**config.mk**
```make
export PLATFORM = sky130hd
export DESIGN_NAME = mult_shift_add
export DESIGN_NICKNAME = d
export VERILOG_FILES = /design/src/rtl/mult_pkg.sv /design/src/rtl/adder_nbit.sv /design/src/rtl/mult_shift_add.sv
export SDC_FILE = /design/constraint.sdc
export NUM_CORES = 1
export LEC_CHECK = 0
export BUFFER_PORTS_ARGS = -buffer_cell sky130_fd_sc_hd__buf_2
export CAP_MARGIN = 20
export CORE_MARGIN = 4
export CORE_UTILIZATION = 63
export DETAILED_ROUTE_END_ITERATION = 6
export GPL_TIMING_DRIVEN = 0
export MAX_ROUTING_LAYER = met4
export PLACE_DENSITY = 0.95
export SLEW_MARGIN = 20
export SYNTH_ARGS = -nofsm -noshare
export SYNTH_HDL_FRONTEND = slang
export SYNTH_SLANG_ARGS = --single-unit
```
**constraint.sdc**
```tcl
create_clock -name clk_i -period 31.6 [get_ports clk_i]
set_input_delay 1.58 -clock clk_i [delete_from_list [all_inputs] [get_ports clk_i]]
set_output_delay 1.58 -clock clk_i [all_outputs]
set_load 0.01 [all_outputs]
```
**src/rtl/mult_pkg.sv**
```systemverilog
// Shared types and sizing for the shift-and-add multiplier.
package mult_pkg;

  typedef enum logic [1:0] {
    IDLE = 2'd0,
    RUN  = 2'd1,
    DONE = 2'd2
  } state_e;

  localparam int DEFAULT_WIDTH = 16;

  // Step counter width for a given operand width.
  function automatic int count_width(input int width);
    return $clog2(width);
  endfunction

endpackage

```
**src/rtl/adder_nbit.sv**
```systemverilog
// Combinational N-bit ripple-carry adder.
module adder_nbit #(
  parameter int N = 32
) (
  input  logic [N-1:0] a_i,
  input  logic [N-1:0] b_i,
  input  logic         carry_i,
  output logic [N-1:0] sum_o,
  output logic         carry_o
);

  logic [N:0] carry_s;

  // Ripple the carry from bit 0 upward.
  always_comb begin
    carry_s    = {(N+1){1'b0}};
    sum_o      = {N{1'b0}};
    carry_s[0] = carry_i;
    for (int i = 0; i < N; i++) begin
      sum_o[i]     = a_i[i] ^ b_i[i] ^ carry_s[i];
      carry_s[i+1] = (a_i[i] & b_i[i]) | (a_i[i] & carry_s[i]) | (b_i[i] & carry_s[i]);
    end
    carry_o = carry_s[N];
  end

endmodule

```
**src/rtl/mult_shift_add.sv**
```systemverilog
// Sequential unsigned shift-and-add multiplier with valid/ready handshakes.
// Build option: MULT_EARLY_EXIT_EN stops RUN once the remaining multiplier bits are zero.
module mult_shift_add
  import mult_pkg::*;
#(
  parameter int WIDTH = DEFAULT_WIDTH
) (
  input  logic               clk_i,
  input  logic               rst_i,
  input  logic               req_valid_i,
  output logic               req_ready_o,
  input  logic [WIDTH-1:0]   a_i,
  input  logic [WIDTH-1:0]   b_i,
  output logic               resp_valid_o,
  input  logic               resp_ready_i,
  output logic [2*WIDTH-1:0] product_o,
  output logic               busy_o
);

  localparam int PW      = 2 * WIDTH;
  localparam int COUNT_W = count_width(WIDTH);

  state_e             state_r;
  logic [PW-1:0]      acc_r;
  logic [PW-1:0]      mcand_r;
  logic [WIDTH-1:0]   mplier_r;
  logic [COUNT_W-1:0] count_r;
  logic [PW-1:0]      product_r;
  logic               req_ready_r;
  logic               resp_valid_r;
  logic               busy_r;

  logic [PW-1:0]      sum_s;
  logic               carry_unused;
  logic [PW-1:0]      next_acc_s;
  logic               last_step_s;

  adder_nbit #(
    .N (PW)
  ) u_adder (
    .a_i     (acc_r),
    .b_i     (mcand_r),
    .carry_i (1'b0),
    .sum_o   (sum_s),
    .carry_o (carry_unused)
  );

  // Partial-product selection and end-of-run detection for the current step.
  always_comb begin
    next_acc_s  = acc_r;
    last_step_s = 1'b0;
    if (mplier_r[0]) begin
      next_acc_s = sum_s;
    end else begin
      next_acc_s = acc_r;
    end
`ifdef MULT_EARLY_EXIT_EN
    last_step_s = (count_r == COUNT_W'(WIDTH - 1)) || ((mplier_r >> 1) == {WIDTH{1'b0}});
`else
    last_step_s = (count_r == COUNT_W'(WIDTH - 1));
`endif
  end

  // Control FSM with datapath registers and registered handshake outputs.
  always_ff @(posedge clk_i or negedge rst_i) begin
    if (!rst_i) begin
      state_r      <= IDLE;
      acc_r        <= {PW{1'b0}};
      mcand_r      <= {PW{1'b0}};
      mplier_r     <= {WIDTH{1'b0}};
      count_r      <= {COUNT_W{1'b0}};
      product_r    <= {PW{1'b0}};
      req_ready_r  <= 1'b1;
      resp_valid_r <= 1'b0;
      busy_r       <= 1'b0;
    end else begin
      case (state_r)
        IDLE: begin
          if (req_valid_i && req_ready_r) begin
            acc_r       <= {PW{1'b0}};
            mcand_r     <= {{WIDTH{1'b0}}, a_i};
            mplier_r    <= b_i;
            count_r     <= {COUNT_W{1'b0}};
            req_ready_r <= 1'b0;
            busy_r      <= 1'b1;
            state_r     <= RUN;
          end else begin
            req_ready_r <= 1'b1;
            busy_r      <= 1'b0;
          end
        end
        RUN: begin
          acc_r    <= next_acc_s;
          mcand_r  <= mcand_r << 1;
          mplier_r <= mplier_r >> 1;
          count_r  <= count_r + COUNT_W'(1);
          if (last_step_s) begin
            product_r    <= next_acc_s;
            resp_valid_r <= 1'b1;
            busy_r       <= 1'b0;
            state_r      <= DONE;
          end else begin
            busy_r <= 1'b1;
          end
        end
        DONE: begin
          // Returning to IDLE raises ready; acceptance waits for the next edge.
          if (resp_ready_i) begin
            resp_valid_r <= 1'b0;
            req_ready_r  <= 1'b1;
            state_r      <= IDLE;
          end else begin
            resp_valid_r <= 1'b1;
          end
        end
        default: begin
          state_r      <= IDLE;
          req_ready_r  <= 1'b1;
          resp_valid_r <= 1'b0;
          busy_r       <= 1'b0;
        end
      endcase
    end
  end

  assign req_ready_o  = req_ready_r;
  assign resp_valid_o = resp_valid_r;
  assign product_o    = product_r;
  assign busy_o       = busy_r;

endmodule

```
==> reports/results.env, run 1 <==
OUTCOME='finished, violations left'
VIOLATIONS='DRC'
CRITICAL_PATH_START_END_CLASSIFICATION='reg -> reg'
POSTCTSSETUPBUFFERS=0
CHIPHEIGHT_UM=105
DR.PASS1.ITERS=7
SYNTH-EDFF-COUNT=0
FINALCLOCKSKEW_PS=6.37
POST-PLACE-WS_PS=18550
SLEW-LIMIT-HEADROOM_PCT=49.1
DIODES=0
YOSYS.CELL_TYPES.COUNT=37
WORST_HOLD_PATH_TYPE='reg -> reg'
DETAILED_ROUTE_WIRE_LENGTH_UM=15000
RSZ0062_AT_GRT='no'
CRIT_PATH_TOP_DELAY_CELL='fa_1'
ACHIEVABLE-FREQUENCY_GHz=0.0742
CRITICAL_PATH.MAX_FANOUT=3
INITIAL_ANTENNA_VIOLATION_COUNT=0
TIMING.CRITICAL_PATH.REQUIRED_PS=31970
GR-TOTAL-OVERFLOW=0
NUMBER_OF_GLOBAL_ROUTE_VIAS_BEFORE_REPAIR=5131
FLOORPLAN.INITIALDENSITY_PCT=66.1
POWER.IR.VDD_WORST_mV=0.0642
CELL_CHOSEN_FOR_THE_CLOCK_ROOT='clkbuf_8'
CRITICAL_PATH.MAX_STAGE_DELAY_PS=440
PLACE_HPWL_UM=9680
SYNTH_TOP_FLOP_CELL='dfrtp_1'
CLOCK_TREE.HTREE_LEVEL_COUNT=4
WORST_SETUP_HOLD_PATH_CLK_SLEW_PS=60
CTS.HOLD.BUFFERS_ADDED=0
GRT_FIRST_PASS_WIRELENGTH_UM=25100
REPORT.FINAL.HOLD_VIOL_COUNT=0
SETUP.WORST_PATH.START_CLASS='flip-flop'
CLKSINKCOUNT=121
GP_ROUTABILITY_CONGESTION=0.881
MIN_PERIOD_OVER_PERIOD_PCT=42.7
FINAL_CRITICAL_PATH_SETUP_SLACK_PS=18120
AREA_GROWTH_PCT=19.3
YOSYSWARNINGCOUNT=0
CELLS_AFTER_SYNTH=567
ROUTED-VIA-COUNT=4650
TIMING.FINAL.CRIT_PERIOD_PS=13480
FINAL_LAYOUT_SIZE_SUFFIX_GT1_SHARE_PCT=21.2
WORST_PATH_MOST_REPEATED_CELL='fa_1'
FINALNETCOUNT=728
MAPPEDNETLISTNETS=638
SYNTH_SEQUENTIAL_AREA_RATIO_PCT=51.6
WORST_PATH_DOMINANT_CELL_FAMILY='adder cells'
POWER-PER-CELL-AREA_nW_PER_UM2=95.4
CORE_AREA_SQ_UM=8890
DETAIL-ROUTE-ANTENNA-NETS=0
POST_DRT_VIA_CELL_RATIO=5.98
CRIT_BUF_INV=2
CTSLONGESTPATHBUFFERS=2
GRT_START_MAX_NET_PINS=73
SETUP_VIOL=0
FLOORPLAN.ROWS=34
POSTSYNTHREGISTERBITS=121
TOP_LEVEL_PORTS=71
GRT_USE_TOTAL_PCT=30.0
CP-END-KIND='flip-flop'
DESIGN_POWER_TOTAL_uW=668
MAX_SLEW.WORST_PIN.SLEW_PS=759
DRC_ERRORS=2
TIMING.CRITICAL_PATH.ARRIVAL_PS=13850
CTS_RESIZED=0
YS_ASYNC_SR_FRACTION_PCT=100
INSERTION_DELAY_TO_THE_LATER_SINK_OF_THE_WORST_SKEW_PAIR_PS=510
INITIALDRTVIOLATIONCOUNT=404
SYN_AREA_SQ_UM=5880
DRV_CAP=0
PLACEMENT.IO_BUFFERS=70
TRITONCTS_CLOCK_TREE='done'
DIE-WIDTH_UM=105
DIE_AREA_SQ_UM=10900
POSTSYNTHAREAPERCELL_SQ_UM=10.4
LEAKAGEPOWER_nW=3.19
DETAIL_ROUTE.WL_PER_CELL_UM=19.3
REPORT.FINAL.SLEW_VIOL_COUNT=0
CTS_BUFFERS=17
FIN_SETUP_TNS_PS=0
[cells by family after synthesis]
logic type / Yosys count / share of synthesized area (%)
compound gates: 137 / 13.9
xor+xnor: 2 / 0.298
fa+ha+maj: 35 / 11.3
buf+inv: 109 / 7.50
flops: 121 / 51.6
mux: 37 / 6.73
simple gates: 126 / 8.71
[sequential cells by signal, indices dropped and copies added, names as in the netlist]
register	count
acc_r	32
busy_o	1
count_r	4
mcand_r	32
mplier_r	16
product_o	32
req_ready_o	1
resp_valid_o	1
state_r	2
[path summary, 6_finish.rpt]
check / start / end / slack (ps) / cells past startpoint
worst max-delay path: mcand_r[0]$_DFFE_PN0P_ / acc_r[31]$_DFFE_PN0P_ / 18120 / 37
worst min-delay path: mplier_r[8]$_DFFE_PN0P_ / mplier_r[8]$_DFFE_PN0P_ / 480 / 2
worst max register to register: mcand_r[0]$_DFFE_PN0P_ / acc_r[31]$_DFFE_PN0P_ / 18120 / 37
worst min register to register: mplier_r[8]$_DFFE_PN0P_ / mplier_r[8]$_DFFE_PN0P_ / 480 / 2
max in group asynchronous: rst_i / req_ready_o$_DFFE_PN1P_ / 29860 / 2
min in group asynchronous: rst_i / product_o[26]$_DFFE_PN0P_ / 1010 / 1
[tightest hold or removal path, delay by kind of cell (launching register included)]
kind,cells,cell delay (ps)
flip-flops,1,340
AO/OA/AOI/OAI,1,60
AND/OR/NAND/NOR,1,50
[cells in the mapped netlist, types with 2 or more instances]
library cell / number / area [sq um]
a222oi_1: 15 / 150
a22o_1: 2 / 17.5
a22o_2: 2 / 20.0
a2bb2oi_1: 2 / 17.5
a32o_1: 2 / 20.0
buf_2: 9 / 45.0
clkbuf_1: 18 / 67.6
dfrtp_1: 120 / 3000
fa_1: 30 / 601
ha_1: 5 / 62.6
inv_1: 78 / 293
mux2_2: 20 / 225
mux2i_1: 17 / 170
nand2_1: 110 / 413
nand3_1: 3 / 15.0
nand3b_1: 2 / 15.0
nor2_1: 3 / 11.3
nor2b_1: 2 / 12.5
o211ai_1: 2 / 15.0
o21ai_0: 107 / 536
xor2_1: 2 / 17.5
[power by group]
part           total, mW  switching [mW]  leakage, nW  internal [mW]
Combinational      0.245           0.154         1.26         0.0910
Sequential         0.222          0.0282         1.63          0.194
Clock              0.201          0.0731        0.302          0.128
[stage by stage]
step	hold slack (ps)	instance area, sq um	utilization (%)	instances
2_1_floorplan	450	5880	-	567
3_3_place_gp	457	6360	71.5	745
3_5_place_dp	469	6390	71.9	746
4_1_cts	486	7010	78.8	778
5_1_grt	510	7010	78.8	778
6_report	482	7010	78.8	778
[metal layers]
layer / vias up / wire, um / GRT usage [%]
li1: 2046 / - / -
met2: 256 / 7850 / 50.0
met4: 0 / 445 / 13.4
met1: 2302 / 5530 / 34.5
met5: - / 0 / -
met3: 46 / 1170 / 7.89
[area by class of cell]
class,count,area [sq um]
clock inverters,15,200
multi-input cells,337,2410
repair buffers,71,384
flip-flops and latches,121,3030
inverters,78,293
clock buffers,17,414
plain buffers,31,148
fillers,515,1880
well taps,108,135
[cell usage in the layout, fill, tap and decap left out, drive strengths merged]
cell type	count
nor2b	2
mux2i	17
o211ai	2
bufinv	4
a222oi	15
a32o	2
xor2	2
nand3b	2
dfstp	1
a22o	4
clkinv	8
clkinvlp	1
fa	30
a21boi	1
nand3	3
clkbuf	36
mux2	20
buf	83
nand2	110
ha	5
nor2	3
nand4	1
o31ai	1
nand2b	1
o21ai	107
a21oi	1
nor3	1
a21bo	1
inv	80
dfrtp	120
and2	3
a2bb2oi	2
a31oi	1
No activity file was read; power rests on OpenSTA's default activity.
==> run 2, diff against run 1 <==
--- a/config.mk
+++ b/config.mk
@@ -8,11 +8,11 @@
 export BUFFER_PORTS_ARGS = -buffer_cell sky130_fd_sc_hd__buf_2
 export CAP_MARGIN = 20
 export CORE_MARGIN = 4
-export CORE_UTILIZATION = 63
+export CORE_UTILIZATION = 53
 export DETAILED_ROUTE_END_ITERATION = 6
 export GPL_TIMING_DRIVEN = 0
 export MAX_ROUTING_LAYER = met4
-export PLACE_DENSITY = 0.95
+export PLACE_DENSITY = 0.89
 export SLEW_MARGIN = 20
 export SYNTH_ARGS = -nofsm -noshare
 export SYNTH_HDL_FRONTEND = slang
==> constraint.sdc (replaced) <==
create_clock -name clk_i -period 11.7 [get_ports clk_i]
set_input_delay 0.585 -clock clk_i [delete_from_list [all_inputs] [get_ports clk_i]]
set_output_delay 0.585 -clock clk_i [all_outputs]
set_load 0.01 [all_outputs]
==> run 2 against run 1 <==
  * Final area increased by 2.3%
  * Clock-buffer cell count unchanged
  * Clock skew increased by 6.7 ps
  * Sequential power increased to 2.7 times the previous value
  * Core utilization decreased by 13 points
  * Highest routed layer unchanged
  * Critical path type unchanged
  * Flip-flop and latch count unchanged
  * Die area increased by 17%
  * First-iteration DRC count decreased by 9.2%
  * The flow finishes with violations (setup timing)
  * Critical endpoint unchanged
  * Cell count increased by 4.5%
  * Clock power increased to 2.7 times the previous value
  * Register-to-register slack got worse by 18000 ps
==> reports/results.env, run 2 (synthesized netlist as in run 1, its figures left out) <==
OUTCOME='finished, violations left'  # unchanged
VIOLATIONS='setup timing'  # was DRC
TRITONCTS_CLOCK_TREE='done'  # unchanged
CRITICAL_PATH_START_END_CLASSIFICATION='reg -> reg'  # unchanged
CELL_CHOSEN_FOR_THE_CLOCK_ROOT='clkbuf_8'  # unchanged
DRC_ERRORS=0  # was 2
NUMBER_OF_GLOBAL_ROUTE_VIAS_BEFORE_REPAIR=4822  # was 5131
REPORT.FINAL.SLEW_VIOL_COUNT=0  # unchanged
TOP_LEVEL_PORTS=71  # unchanged
INSERTION_DELAY_TO_THE_LATER_SINK_OF_THE_WORST_SKEW_PAIR_PS=530  # was 510 ps
CORE_AREA_SQ_UM=10800  # was 8890 sq um
FLOORPLAN.ROWS=38  # was 34
DESIGN_POWER_TOTAL_mW=1.80  # was 668 uW
SETUP_VIOL=4  # was 0
FIN_SETUP_TNS_PS=-308  # was 0 ps
FINALCLOCKSKEW_PS=13.0  # was 6.37 ps
SETUP.WORST_PATH.START_CLASS='flip-flop'  # unchanged
TIMING.FINAL.CRIT_PERIOD_PS=11800  # was 13480 ps
TIMING.CRITICAL_PATH.REQUIRED_PS=12090  # was 31970 ps
FLOORPLAN.INITIALDENSITY_PCT=54.2  # was 66.1%
CRITICAL_PATH.MAX_FANOUT=2  # was 3
DETAILED_ROUTE_WIRE_LENGTH_UM=14400  # was 15000 um
DETAIL-ROUTE-ANTENNA-NETS=0  # unchanged
WORST_HOLD_PATH_TYPE='in -> reg'  # was reg -> reg
GRT_START_MAX_NET_PINS=79  # was 73
DETAIL_ROUTE.WL_PER_CELL_UM=17.7  # was 19.3 um
HOLD-WORST-SLACK_PS=289  # was 482 ps
GP_ROUTABILITY_CONGESTION=0.857  # was 0.881
MIN_PERIOD_OVER_PERIOD_PCT=101  # was 42.7%
MET2_WIRELENGTH_UM=7320  # was 7850 um
CTS_BUFFERS=17  # unchanged
AREA_GROWTH_PCT=22.0  # was 19.3%
CTSLONGESTPATHBUFFERS=2  # unchanged
TIMING.CRITICAL_PATH.ARRIVAL_PS=12190  # was 13850 ps
CP-END-KIND='flip-flop'  # unchanged
RSZ0062_AT_GRT='yes'  # was no
DIE-WIDTH_UM=113  # was 105 um
POST-PLACE-WS_PS=-634  # was 18550 ps
UPPERMOST_LAYER_ROUTED='met4'  # unchanged
FILLCELLCOUNT=774  # was 515
DRT-MET1-WL_UM=5530  # about the same
TOP_LIBRARY_CELLS_BY_USAGE_IN_THE_LAYOUT_FILL_AND_TAPS_ASIDE='dfrtp_1, nand2_1, o21ai_0'  # unchanged
MET3_LENGTH_UM=1060  # was 1170 um
PLACEMENT.IO_BUFFERS=70  # unchanged
PLACE_HPWL_UM=9640  # was 9680 um
MOSTFREQUENTLAYOUTCELL='dfrtp_1'  # unchanged
INITIAL_ANTENNA_VIOLATION_COUNT=0  # unchanged
GRT_FIRST_PASS_WIRELENGTH_UM=24000  # was 25100 um
WORST_PATH_MOST_REPEATED_CELL='fa_2'  # was fa_1
DRV_CAP=0  # unchanged
DIE_AREA_SQ_UM=12800  # was 10900 sq um
GRT_USE_TOTAL_PCT=24.8  # was 30.0%
FINAL_CRITICAL_PATH_SETUP_SLACK_PS=-100  # was 18120 ps
CRIT_PATH_TOP_DELAY_CELL='fa_2'  # was fa_1
POST_DRT_VIA_CELL_RATIO=5.71  # was 5.98
WORST_SETUP_HOLD_PATH_CLK_SLEW_PS=60  # about the same
UTILIZATION_PCT=66.1  # was 78.8%
INITIALDRTVIOLATIONCOUNT=367  # was 404
ACHIEVABLE-FREQUENCY_GHz=0.0847  # was 0.0742 GHz
POWER-PER-CELL-AREA_nW_PER_UM2=251  # was 95.4 nW/um^2
DR.PASS1.ITERS=5  # was 7
MAX_SLEW.WORST_PIN.SLEW_PS=913  # was 759 ps
CLOCK_TREE.HTREE_LEVEL_COUNT=4  # unchanged
CLKSINKCOUNT=121  # unchanged
GR-TOTAL-OVERFLOW=0  # unchanged
CRITICAL_PATH.MAX_STAGE_DELAY_PS=370  # was 440 ps
REPORT.FINAL.HOLD_VIOL_COUNT=0  # unchanged
POWER.IR.VDD_WORST_mV=0.151  # was 0.0642 mV
FINALNETCOUNT=731  # was 728
FINAL_LAYOUT_SIZE_SUFFIX_GT1_SHARE_PCT=26.7  # was 21.2%
CHIPHEIGHT_UM=113  # was 105 um
LEAKAGEPOWER_nW=3.21  # was 3.19 nW
DIODES=0  # unchanged
ROUTED-VIA-COUNT=4640  # was 4650
SLEW-LIMIT-HEADROOM_PCT=38.8  # was 49.1%
-- run 2: cell types whose count changed in the layout (fill, tap and decap cells not counted), sizes merged --
cell,previous run,this run
clkinv,8,4
dlygate4sd3,0,1
buf,83,85
clkinvlp,1,6
inv,80,79
-- run 2: critical path: cells and delay by family, from the launching register on --
family | cells | cell delay (ps)
adders and majority gates | 31 | 10630
DFF | 1 | 360
xor gates and xnor gates | 2 | 360
buffers and inverters | 2 | 110
and+or+nand+nor | 1 | 100
AOI/OAI and AO/OA | 1 | 100
-- run 2: power by group --
part | switching (mW) | total [mW] | leakage [nW] | internal [mW]
Sequential | 0.0712 | 0.594 | 1.63 | 0.523
Combinational | 0.409 | 0.662 | 1.30 | 0.252
Clock | 0.197 | 0.543 | 0.282 | 0.346
-- run 2: per-stage QoR --
stage,instances,area [sq um]
global placement,777,6440
finish,813,7170
global route,813,7170
CTS,813,7160
floorplan,567,5920
detailed placement,778,6470
-- run 2: worst paths after layout --
kind | startpoint | end | slack, ps | cells past startpoint
max reg2reg | mcand_r[0]$_DFFE_PN0P_ | acc_r[31]$_DFFE_PN0P_ | -100 | 37
max | mcand_r[0]$_DFFE_PN0P_ | acc_r[31]$_DFFE_PN0P_ | -100 | 37
min | a_i[8] | mcand_r[8]$_DFFE_PN0P_ | 290 | 3
min reg2reg | product_o[4]$_DFFE_PN0P_ | product_o[4]$_DFFE_PN0P_ | 470 | 2
min in group asynchronous | rst_i | mplier_r[9]$_DFFE_PN0P_ | 560 | 2
max in group asynchronous | rst_i | acc_r[24]$_DFFE_PN0P_ | 10420 | 3
-- run 2: area by class of cell --
class / instances / area (sq um) / area share [%]
inverter: 78 / 293 / 4.08
sequential: 121 / 3030 / 42.3
clock buffer: 17 / 414 / 5.78
tap: 140 / 175 / 2.44
buffer: 31 / 148 / 2.06
multi-input combinational: 337 / 2500 / 34.9
timing repair buffer: 74 / 409 / 5.71
clock inverter: 15 / 201 / 2.81
-- run 2: repair_timing --
| action | 4_1_cts | 5_1_grt |
|---|---|---|
| hold endpoints to repair | 39 | 0 |
| hold buffers | 1 | 0 |
| pin swaps | 3 | 2 |
| setup endpoints to repair | 6 | 4 |
| buffers inserted | 2 | 0 |
| resized for setup | 22 | 1 |
-- run 2: metal layers --
layer	vias up	global-route usage, %
met3	55	6.47
li1	2055	-
met2	223	40.3
met5	-	-
met4	0	10.5
met1	2307	29.3
